$ cat src/rtl/mem_access_unit.sv
// MEM-stage load/store unit: aligns and issues single data-memory requests,
// extracts load data, and reports alignment and bus-timeout errors.
module mem_access_unit #(
  parameter int unsigned TIMEOUT_CYCLES = 255
) (
  input  logic        clk,
  input  logic        reset,
  input  logic        in_valid,
  input  logic        mem_rd,
  input  logic        mem_wr,
  input  logic [1:0]  mem_size,
  input  logic        mem_sext,
  input  logic [31:0] addr,
  input  logic [31:0] wdata,
  input  logic [4:0]  reg_addr,
  output logic        dm_req,
  output logic        dm_we,
  output logic [31:0] dm_addr,
  output logic [3:0]  dm_be,
  output logic [31:0] dm_wdata,
  input  logic        dm_ack,
  input  logic [31:0] dm_rdata,
  output logic        stall,
  output logic        done,
  output logic        rdata_valid,
  output logic [31:0] rdata_o,
  output logic [4:0]  rd_addr_o,
  output logic        align_err,
  output logic        bus_err
);

  typedef enum logic [1:0] {IDLE, BUSY, DONE} state_t;

  localparam logic [7:0] CNT_LAST = 8'(TIMEOUT_CYCLES - 1);

  state_t      state_q, state_d;
  logic [7:0]  cnt_q, cnt_d;
  logic        dm_req_q, dm_req_d, dm_we_q, dm_we_d;
  logic [31:0] dm_addr_q, dm_addr_d, dm_wdata_q, dm_wdata_d;
  logic [3:0]  dm_be_q, dm_be_d;
  logic [1:0]  size_q, size_d, lane_q, lane_d;
  logic        sext_q, sext_d;
  logic [4:0]  reg_q, reg_d, rd_addr_q, rd_addr_d;
  logic        done_q, done_d, rvalid_q, rvalid_d;
  logic        align_q, align_d, bus_q, bus_d;
  logic [31:0] rdata_q, rdata_d;

  logic        start, is_word, is_half, misaligned;
  logic [3:0]  be_new;
  logic [31:0] wdata_new, ld_data;
  logic [7:0]  ld_byte;
  logic [15:0] ld_half;

  assign start      = in_valid & (mem_rd | mem_wr);
  assign is_word    = mem_size[1];
  assign is_half    = (mem_size == 2'b01);
  assign misaligned = (is_half & addr[0]) | (is_word & (addr[1:0] != 2'b00));
  assign stall      = ((state_q == IDLE) & start) | (state_q == BUSY);

  always_comb begin
    if (is_word) begin
      be_new    = 4'b1111;
      wdata_new = wdata;
    end else if (is_half) begin
      be_new    = addr[1] ? 4'b1100 : 4'b0011;
      wdata_new = {2{wdata[15:0]}};
    end else begin
      be_new    = 4'b0001 << addr[1:0];
      wdata_new = {4{wdata[7:0]}};
    end
  end

  // Load extraction uses the lane captured at issue, not the live address.
  always_comb begin
    case (lane_q)
      2'd0:    ld_byte = dm_rdata[7:0];
      2'd1:    ld_byte = dm_rdata[15:8];
      2'd2:    ld_byte = dm_rdata[23:16];
      default: ld_byte = dm_rdata[31:24];
    endcase
    ld_half = lane_q[1] ? dm_rdata[31:16] : dm_rdata[15:0];
    if (size_q[1])
      ld_data = dm_rdata;
    else if (size_q == 2'b01)
      ld_data = {{16{sext_q & ld_half[15]}}, ld_half};
    else
      ld_data = {{24{sext_q & ld_byte[7]}}, ld_byte};
  end

  always_comb begin
    state_d    = state_q;
    cnt_d      = cnt_q;
    dm_req_d   = dm_req_q;
    dm_we_d    = dm_we_q;
    dm_addr_d  = dm_addr_q;
    dm_be_d    = dm_be_q;
    dm_wdata_d = dm_wdata_q;
    size_d     = size_q;
    sext_d     = sext_q;
    lane_d     = lane_q;
    reg_d      = reg_q;
    done_d     = 1'b0;
    rvalid_d   = 1'b0;
    align_d    = 1'b0;
    bus_d      = 1'b0;
    rdata_d    = 32'h0;
    rd_addr_d  = 5'h0;
    case (state_q)
      IDLE: begin
        if (start) begin
          if (misaligned) begin
            state_d = DONE;
            done_d  = 1'b1;
            align_d = 1'b1;
          end else begin
            state_d    = BUSY;
            cnt_d      = 8'h0;
            dm_req_d   = 1'b1;
            dm_we_d    = mem_wr;
            dm_addr_d  = {addr[31:2], 2'b00};
            dm_be_d    = be_new;
            dm_wdata_d = mem_wr ? wdata_new : 32'h0;
            size_d     = mem_size;
            sext_d     = mem_sext;
            lane_d     = addr[1:0];
            reg_d      = reg_addr;
          end
        end
      end
      BUSY: begin
        if (dm_ack) begin
          state_d  = DONE;
          dm_req_d = 1'b0;
          done_d   = 1'b1;
          if (!dm_we_q) begin
            rvalid_d  = 1'b1;
            rdata_d   = ld_data;
            rd_addr_d = reg_q;
          end
        end else if (cnt_q == CNT_LAST) begin
          state_d  = DONE;
          dm_req_d = 1'b0;
          done_d   = 1'b1;
          bus_d    = 1'b1;
        end else begin
          cnt_d = cnt_q + 8'h1;
        end
      end
      DONE:    state_d = IDLE;
      default: state_d = IDLE;
    endcase
  end

  always_ff @(posedge clk) begin
    if (reset) begin
      state_q    <= IDLE;
      cnt_q      <= 8'h0;
      dm_req_q   <= 1'b0;
      dm_we_q    <= 1'b0;
      dm_addr_q  <= 32'h0;
      dm_be_q    <= 4'h0;
      dm_wdata_q <= 32'h0;
      size_q     <= 2'b00;
      sext_q     <= 1'b0;
      lane_q     <= 2'b00;
      reg_q      <= 5'h0;
      done_q     <= 1'b0;
      rvalid_q   <= 1'b0;
      align_q    <= 1'b0;
      bus_q      <= 1'b0;
      rdata_q    <= 32'h0;
      rd_addr_q  <= 5'h0;
    end else begin
      state_q    <= state_d;
      cnt_q      <= cnt_d;
      dm_req_q   <= dm_req_d;
      dm_we_q    <= dm_we_d;
      dm_addr_q  <= dm_addr_d;
      dm_be_q    <= dm_be_d;
      dm_wdata_q <= dm_wdata_d;
      size_q     <= size_d;
      sext_q     <= sext_d;
      lane_q     <= lane_d;
      reg_q      <= reg_d;
      done_q     <= done_d;
      rvalid_q   <= rvalid_d;
      align_q    <= align_d;
      bus_q      <= bus_d;
      rdata_q    <= rdata_d;
      rd_addr_q  <= rd_addr_d;
    end
  end

  assign dm_req      = dm_req_q;
  assign dm_we       = dm_we_q;
  assign dm_addr     = dm_addr_q;
  assign dm_be       = dm_be_q;
  assign dm_wdata    = dm_wdata_q;
  assign done        = done_q;
  assign rdata_valid = rvalid_q;
  assign rdata_o     = rdata_q;
  assign rd_addr_o   = rd_addr_q;
  assign align_err   = align_q;
  assign bus_err     = bus_q;

endmodule
$ cat config.mk
export PLATFORM = sky130hd
export DESIGN_NAME = mem_access_unit
export DESIGN_NICKNAME = d
export VERILOG_FILES = /design/src/rtl/mem_access_unit.sv
export SDC_FILE = /design/constraint.sdc
export NUM_CORES = 1
export LEC_CHECK = 0
export BUFFER_PORTS_ARGS = -buffer_cell sky130_fd_sc_hd__buf_2
export CORE_MARGIN = 1
export CORE_UTILIZATION = 48
export CTS_CLUSTER_SIZE = 24
export DETAILED_ROUTE_END_ITERATION = 7
export GPL_TIMING_DRIVEN = 0
export PLACE_DENSITY = 0.86
export SYNTH_ARGS = -nofsm -noshare
export SYNTH_HDL_FRONTEND = slang
export SYNTH_SLANG_ARGS = --single-unit
$ cat constraint.sdc
create_clock -name clk -period 1.6 [get_ports clk]
set_input_delay 0.16 -clock clk [delete_from_list [all_inputs] [get_ports clk]]
set_output_delay 0.16 -clock clk [all_outputs]
set_load 0.005 [all_outputs]
# Word-level counts from Yosys, hierarchy flattened
# Cells that the tools add are included.
dict set report classes {
  mux 31
  addsub 1
  reduce_logical 12
  eq_ne 11
  shift 1
  bitwise 13
}
# operator n
set ops {}
lappend ops {{$mux W32} 5}
lappend ops {{$mux W8} 4}
lappend ops {{$pmux W8 S3} 1}
lappend ops {{$mux W16} 1}
lappend ops {{$pmux W8 S2} 1}
lappend ops {{$mux W4} 3}
lappend ops {{$mux W1} 9}
lappend ops {{$add A8 B1 Y8 const B} 1}
lappend ops {{$eq A2 B1 Y1 const B} 4}
lappend ops {{$eq A8 B8 Y1 const B} 1}
lappend ops {{$mux W2} 4}
lappend ops {{$ne A2 B2 Y1 const B} 4}
lappend ops {{$and A1 B1 Y1} 6}
lappend ops {{$reduce_or A3 Y1} 2}
lappend ops {{$reduce_and A5 Y1} 1}
lappend ops {{$logic_not A2 Y1} 2}
lappend ops {{$not A1 Y1} 4}
lappend ops {{$pmux W1 S2} 2}
lappend ops {{$pmux W2 S2} 1}
lappend ops {{$reduce_and A4 Y1} 1}
lappend ops {{$reduce_bool A2 Y1} 2}
lappend ops {{$reduce_or A4 Y1} 1}
lappend ops {{$shl A1 B2 Y4 const A} 1}
lappend ops {{$ne A3 B2 Y1 const B} 1}
lappend ops {{other kinds (5)} 7}
dict set report totals {
  word_cells 86
  ff_bits 129
}

# Depth between registers and ports, before layout
# Gate-level depths: netlist (run 1).
dict set report logic_depth {
  depth_word 6
  depth_mapped 6
}

# Least setup slack after synthesis (run 1)
# OpenSTA, ideal clock, no wires.
dict set report synth_path {
  path_type {reg-to-reg}
  startpoint {register lane_q[1]}
  endpoint {register rdata_q[10] (netlist: rdata_o[10])}
  path_stages_with_launch 6
  period_less_slack_ps 1490
  t_arrival_ps 1334
  slack_ps 110
  required_time_ps 1444
  path_cell_list {dfxtp_1 > buf_2 > mux2i_1 > mux2i_1 > a31oi_1 > a221oi_1}
}
dict set report synth_between {
  elab_chain_len 5
  word_cells_on_any_way 8
  classes_between {eq/ne (2); mux (4); bitwise (1); reduce/logical (1)}
}
# item line_no
set synth_lines {}
lappend synth_lines {{start, declared} 41} ;# logic [1:0] size_q, size_d, lane_q, lane_d;
lappend synth_lines {{start signal, assigned} 183} ;# lane_q <= lane_d;
lappend synth_lines {{$eq A2 B2 Y1 (tied with other cells)} 75} ;# case (lane_q)
lappend synth_lines {{$pmux W8 S3} 75}
lappend synth_lines {{$and A1 B1 Y1} 87} ;# ld_data = {{24{sext_q & ld_byte[7]}}, ld_byte};
lappend synth_lines {{$mux W32 *} 84} ;# else if (size_q == 2'b01)
lappend synth_lines {{$mux W32 *} 82} ;# if (size_q[1])
lappend synth_lines {{end signal, assigned} 189} ;# rdata_q <= rdata_d;
lappend synth_lines {{end, declared} 46} ;# logic [31:0] rdata_q, rdata_d;
# Every way passes the cells marked *; elsewhere a longest branch is shown, timed or not.
# A chain may end at the register's enable or synchronous reset.

# Worst setup path after layout (run 1)
dict set report layout_path {
  startpoint {register lane_q[1]}
  endpoint {register rdata_q[13] (netlist: rdata_o[13])}
}
# Same word-level chain as after synthesis.

==> summary.txt, run 1 <==
Outcome: finished, final reports clean
Via-per-instance ratio: 5.67
Core area: 10800 um^2
Syn. warnings: 0
Finish-stage setup viols: 0
CTS Buf Count: 17
Netlist cell types: 54
Post-route ant nets: 0
Fin crit period: 1.57 ns
Seq cells post-synth: 129
Vias: 6119
Leakage: 3.71 nW
Critical path class: reg2reg
EDFF count, synth: 0
Die Span X: 107 um
Area grow syn2layout: 57.5%
Largest net degree at the start of global routing: 17
Fin. Hold Viols: 0
CTS Buffer Depth: 2
Clk root buf: clkbuf_8
Arrival time worst endpoint: 1.98 ns
Number of I/O pins: 222
Hold crit path type: in2reg
Pwr Density: 1050 nW/um^2
Iteration-0 DRC Markers: 468
Hold path startpoint: dm_ack
Drt drc: 0
Die Ht: 107 um
Final wirelength: 18900 um
Router iterations before antenna repair: 5
Die ar.: 11500 um^2
Row Count: 38
Dpl hpwl: 11600 um
Skew final: 0.00967 ns
Fin util: 0.774
Global Route Usage Sum: 0.326
CP max FO: 9
Starting Density: 0.492
Max-slew violations: 0
Slew @ Worst Pin: 0.519 ns
Worst setup path startpoint: lane_q[1]$_SDFFE_PP0P_
Reg2reg start: lane_q[1]$_SDFFE_PP0P_
GRT Residual Overflow: 0
Worst Setup End Kind: flop
WHS: 0.0212 ns
Yosys top cell area share: 0.487
Worst setup margin: 0.0326 ns
Fin crit share: 0.980
Seq/Total Area, Yosys: 0.487
Dpl ws: -0.308 ns
Startpoint types: flop
CTS tree: built
Drt wl/cell: 17.5 um
Fmax: 638 MHz
Synth area leader: dfxtp_1
Initial antenna violation count: 1
Worst-path clk slew: 0.06 ns
Vias in the first global route: 5838
Async SR Flop Fraction: 0
WP data required: 2.01 ns
RSZ-0062 raised after global routing: true
Syn Area/Cell: 9.06 um^2
VDD IR max: 0.857 mV
Layout cell share with drive strength beyond 1: 0.340
Worst relative slew slack: 0.654
Ys flop type: dfxtp_1
Clock latency on the worst-skew pair: 0.52 ns
H-tree level count: 4
GP Congestion: 0.940
Clk sinks: 129
Final net count: 1037
First-pass GRT wire length: 29000 um
Synth top area cells: dfxtp_1 49%, o21ai_0 5.9%, a21oi_1 5.2%
# Max-Cap Violations: 0
Cell Area, Synth: 5310 um^2
Post-Synthesis Cells: 586
IO Port Bufs: 218
[worst paths after layout]
| check | endpoint | slack, ns | cells after the start |
|---|---|---|---|
| worst max register to register | rdata_o[13]$_SDFF_PP0_ | 0.03 | 5 |
| worst min-delay path | bus_err$_SDFF_PP0_ | 0.02 | 3 |
| worst max-delay path | rdata_o[13]$_SDFF_PP0_ | 0.03 | 5 |
| worst min register to register | rd_addr_o[1]$_SDFF_PP0_ | 0.45 | 1 |
[metrics by stage]
stage                     area (um^2)  TNS [ns]  power (W)  instances
after floorplan                  5310         0    0.00392        587
after global placement           6580     -3.69    0.00431        945
after detailed placement         6580     -4.58    0.00432        945
after CTS                        8260         0    0.00868       1077
after global routing             8360    -0.141    0.00903       1079
final                            8360         0    0.00876       1079
[per-layer routing]
metal / GRT usage / part of all wire / wire length [um] / up-vias
met2: 0.584 / 0.50 / 9540 / 386
met5: 0 / 0 / 0 / -
met4: 0.167 / 0.039 / 740 / 0
met1: 0.344 / 0.37 / 7030 / 2849
li1: - / - / - / 2817
met3: 0.0960 / 0.084 / 1580 / 67
[synthesized netlist by cell type (2+ instances only)]
master     instances
o2bb2ai_1          8
o21ai_0           63
o21ai_2            2
a21o_1             3
o211ai_1           3
nor4b_1            2
buf_2             21
o21a_1             2
buf_4              8
a32o_1            16
a221oi_1           8
and3_1             4
mux2_2             4
o221a_2            3
a21oi_1           55
nand2b_1          20
mux2i_1           11
dfxtp_1          129
o21ai_1            3
nor4_1             3
ha_1               2
nor2b_1           10
a31oi_1            4
inv_1             15
nor2_1            23
xnor2_1            2
a22o_1             8
xor2_1             4
nand3_1           43
and2_1             7
nand4_1            4
o221ai_1           4
a2111oi_0          2
nor3_1            10
a211o_1            8
nand2_1           29
o22ai_1            4
clkbuf_1          23
[cells in the final DEF (no fill, tap or decap), types with 5 or more instances in the layout]
cell type,n
dfxtp_1,127
buf_2,237
bufinv_16,5
a32o_1,16
o21ai_1,19
nor2_1,23
clkbuf_16,16
a22o_1,8
a21oi_1,55
o21ai_0,45
dlygate4sd3_1,98
a211o_1,8
clkbuf_1,16
mux2i_1,9
a221oi_1,6
nand3_1,43
and2_1,7
buf_4,10
o2bb2ai_1,8
nand2_1,29
inv_1,15
clkbuf_2,7
nor2b_1,10
nor3_1,9
nand2b_1,19
[state kept, by name (all words and copies together) (netlist names)]
register	count
bus_err	1
align_err	1
rdata_o	32
dm_we	1
reg_q	5
cnt_q	8
lane_q	2
dm_wdata	32
size_q	2
done	1
dm_be	4
dm_addr	30
rd_addr_o	5
dm_req	1
rdata_valid	1
sext_q	1
state_q	2
[logic make-up (layout without fill, tap and decap cells)]
group / count (synthesis) / after routing / synth area share
xor+xnor: 6 / 6 / 0.00990
simple gates: 161 / 161 / 0.159
fa+ha+maj: 2 / 2 / 0.00472
buf+inv: 71 / 422 / 0.0627
flops: 129 / 129 / 0.487
compound gates: 201 / 201 / 0.247
other cells: 1 / 3 / 0.000707
mux: 15 / 15 / 0.0292
[final cells by class]
type | instances | area [um^2]
diodes | 1 | 2.50
plain buffers | 55 | 307
clock buffers | 22 | 453
clock inverters | 10 | 181
fillers | 667 | 2440
inverters | 16 | 65.1
multi-input cells | 387 | 2480
flip-flops and latches | 129 | 2580
well taps | 140 | 175
repair buffers | 319 | 2110
[report_power, final]
group          total [W]  internal, W  switching, W  leakage, nW
Combinational    0.00117     0.000555      0.000616         2.35
Clock            0.00421      0.00277       0.00145        0.309
Sequential       0.00337      0.00332     0.0000564         1.05
Total            0.00876      0.00664       0.00212         3.71
[timing repair]
| item | in CTS | in global routing |
|---|---|---|
| pin swaps | 2 | 2 |
| endpoints found under the hold margin | 96 | 0 |
| resized for setup | 15 | 51 |
| endpoints found under the setup margin | 61 | 85 |
| hold buffers | 98 | 0 |
| setup buffers | 2 | 1 |
[worst max-delay path, cell delays in order, from the launching register on]
cell and delay (ns):
dfxtp_1 0.29, clkbuf_4 0.19, mux2i_4 0.22, mux2i_1 0.23, a31oi_4 0.21, a221oi_1 0.32
Power figures use the tool's default switching activity.
==> run 2, diff against run 1 <==
--- a/config.mk
+++ b/config.mk
@@ -6,12 +6,14 @@
 export NUM_CORES = 1
 export LEC_CHECK = 0
 export BUFFER_PORTS_ARGS = -buffer_cell sky130_fd_sc_hd__buf_2
+export CELL_PAD_IN_SITES_DETAIL_PLACEMENT = 1
+export CELL_PAD_IN_SITES_GLOBAL_PLACEMENT = 2
 export CORE_MARGIN = 1
-export CORE_UTILIZATION = 48
+export CORE_UTILIZATION = 27
 export CTS_CLUSTER_SIZE = 24
 export DETAILED_ROUTE_END_ITERATION = 7
 export GPL_TIMING_DRIVEN = 0
-export PLACE_DENSITY = 0.86
+export PLACE_DENSITY = 0.85
 export SYNTH_ARGS = -nofsm -noshare
 export SYNTH_HDL_FRONTEND = slang
 export SYNTH_SLANG_ARGS = --single-unit
==> run 2 against run 1 <==
Non-clock buffer count fell by 58. Cell area shrank 4.2%. Largest power group unchanged. Clock power is essentially flat. Sequential power hardly changed. Final cell count rose by 5.7%. Clock-buffer cell count down 5. Global-route usage down 13 points. Via count shrank 8.3%. Routed wire length up 4.8%. Setup slack worse by 0.011 ns. Fmax is 0.72% lower. Clock skew hardly changed. Highest routed layer is now met5.
==> summary.txt, run 2 (synthesis gave the netlist of run 1 again) <==
Pwr Density: 1080 nW/um^2 (+3.2%)
Commonest non-fill, non-tap cell in the layout: buf_2
Iteration-0 DRC Markers: 180 (-62%)
Fill count: 2286 (+240%)
CTS Buf Count: 17 (unchanged)
RSZ-0062 raised after global routing: true
Initial antenna violation count: 2 (+1)
Final wirelength: 19800 um (+4.8%)
VDD IR max: 0.750 mV (-13%)
Outcome: finished, final reports clean
Clk sinks: 129 (unchanged)
Finish-stage setup viols: 0 (unchanged)
Startpoint types: flop
Drt wl/cell: 17.4 um (-0.77%)
Die ar.: 20200 um^2 (+76%)
Final net count: 979 (-5.6%)
GRT Residual Overflow: 0 (unchanged)
GP Congestion: 0.884 (-6.0%)
Area grow syn2layout: 50.8%
Post-route ant nets: 0 (unchanged)
Most frequent cells in the layout: 233 x buf_2, 127 x dfxtp_1, 55 x a21oi_1
Layout cell share with drive strength beyond 1: 0.374 (+0.0338)
CTS tree: built
Leakage: 3.47 nW (-6.4%)
Worst setup margin: 0.0212 ns (-0.0114 ns)
WP data required: 1.91 ns (-0.10 ns)
Number of I/O pins: 222 (unchanged)
Reg2reg start: state_q[0]$_SDFFE_PP0P_
# diodes: 0 (-1)
Slew @ Worst Pin: 0.546 ns (+0.0275 ns)
Fmax: 633 MHz (-0.72%)
CTS Buffer Depth: 2 (unchanged)
Fin util: 0.422 (-0.352)
Fin crit share: 0.987 (+0.00711)
Dpl ws: -0.229 ns (+0.0785 ns)
Clock latency on the worst-skew pair: 0.42 ns (-0.10 ns)
Via-per-instance ratio: 4.92 (-13%)
WHS: 0.0160 ns (-0.00518 ns)
Worst-path clk slew: 0.06 ns (about the same)
TNS Setup: 0 ns (unchanged)
R2R cell count: 4 (-1)
Critical path class: reg2reg
FF-to-FF setup slack: 0.02 ns (about the same)
Skew final: 0.00928 ns (-0.000390 ns)
Vias in the first global route: 5678 (-2.7%)
R2r endpoint: rdata_o[11]$_SDFF_PP0_
Clk root buf: clkbuf_16
Fin crit period: 1.58 ns (+0.0114 ns)
Hold crit path type: in2reg
Placed cell count: 1065 (+13%)
Core area: 19000 um^2 (+76%)
Die Ht: 142 um (+33%)
Worst Setup End Kind: flop
Row Count: 50 (+32%)
Die Span X: 142 um (+33%)
# Max-Cap Violations: 0 (unchanged)
Drt drc: 0 (unchanged)
Arrival time worst endpoint: 1.89 ns (-0.09 ns)
Worst setup path startpoint: state_q[0]$_SDFFE_PP0P_
IO Port Bufs: 218 (unchanged)
Largest net degree at the start of global routing: 17 (unchanged)
H-tree level count: 4 (unchanged)
Worst Setup EP: rdata_o[11]$_SDFF_PP0_
Dpl hpwl: 14400 um (+23%)
Router iterations before antenna repair: 4 (-1)
Max-slew violations: 0 (unchanged)
Fin. Hold Viols: 0 (unchanged)
First-pass GRT wire length: 30100 um (+3.9%)
Global Route Usage Sum: 0.194 (-0.131)
Starting Density: 0.280 (-0.212)
Post-route insts no fill: 1140 (+5.7%)
Vias: 5612 (-8.3%)
CP max FO: 10 (+1)
Worst relative slew slack: 0.636 (-0.0183)
[run 2: changes by cell type in the layout (fill, tap and decap cells not counted), moves of 3 or more]
cell	previous run	this run
o21ai_1	19	30
dlygate4sd3_1	98	37
buf_2	237	233
clkbuf_8	3	0
buf_4	10	16
o21ai_0	45	33
clkinv_4	1	4
buf_6	3	7
[run 2: worst min path at each step]
stage,start,end,slack [ns],cells past startpoint
after CTS,wdata[0],dm_wdata[0]$_SDFFE_PP0P_,0.00003,2
final,wdata[2],dm_wdata[2]$_SDFFE_PP0P_,0.02,2
after global routing,dm_rdata[17],rdata_o[17]$_SDFF_PP0_,0.01,3
after global placement,addr[5],dm_addr[5]$_SDFFE_PP0P_,0.42,3
after floorplan,wdata[3],dm_wdata[3]$_SDFFE_PP0P_,0.29,1
after detailed placement,addr[22],dm_addr[22]$_SDFFE_PP0P_,0.42,3
[run 2: per-layer routing]
layer | global-route usage | vias to the layer above | routed length, um
met1 | 0.222 | 2670 | 8270
met2 | 0.332 | 219 | 9590
met5 | 0 | - | 13
met3 | 0.0659 | 31 | 1550
li1 | - | 2690 | -
met4 | 0.0741 | 2 | 378
[run 2: where the power goes]
part	leakage (nW)	internal [W]	switching [W]	total, W
Sequential	1.05	0.00332	0.0000584	0.00337
Combinational	2.13	0.000480	0.000619	0.00110
Clock	0.300	0.00263	0.00156	0.00419
Total	3.47	0.00642	0.00224	0.00866
[run 2: layout make-up]
cell class	count	area (um^2)	share of cell area
multi-input combinational	387	2550	0.318
clock buffer	17	425	0.0532
clock inverter	15	209	0.0261
sequential	129	2590	0.323
inverter	16	67.6	0.00844
tap	260	325	0.0407
buffer	54	325	0.0407
timing repair buffer	262	1510	0.189
[run 2: worst max-delay path, stage by stage (launching register included)]
cell and delay (ns):
dfxtp_4 0.37, nand2_1 0.06, or4_4 0.57, buf_4 0.22
a221oi_1 0.25
[run 2: through the flow]
stage / area, um^2 / total power [W]
after global placement: 6730 / 0.00437
after CTS: 7810 / 0.00867
after floorplan: 5310 / 0.00392
after global routing: 8000 / 0.00899
after detailed placement: 6730 / 0.00438
final: 8000 / 0.00866
[run 2: what timing repair did]
item | in CTS | in global routing
hold buffers | 37 | 0
endpoints found under the hold margin | 37 | 0
resized for setup | 19 | 77
buffers inserted | 3 | 4
pin swaps | 2 | 4
setup endpoints to repair | 97 | 99
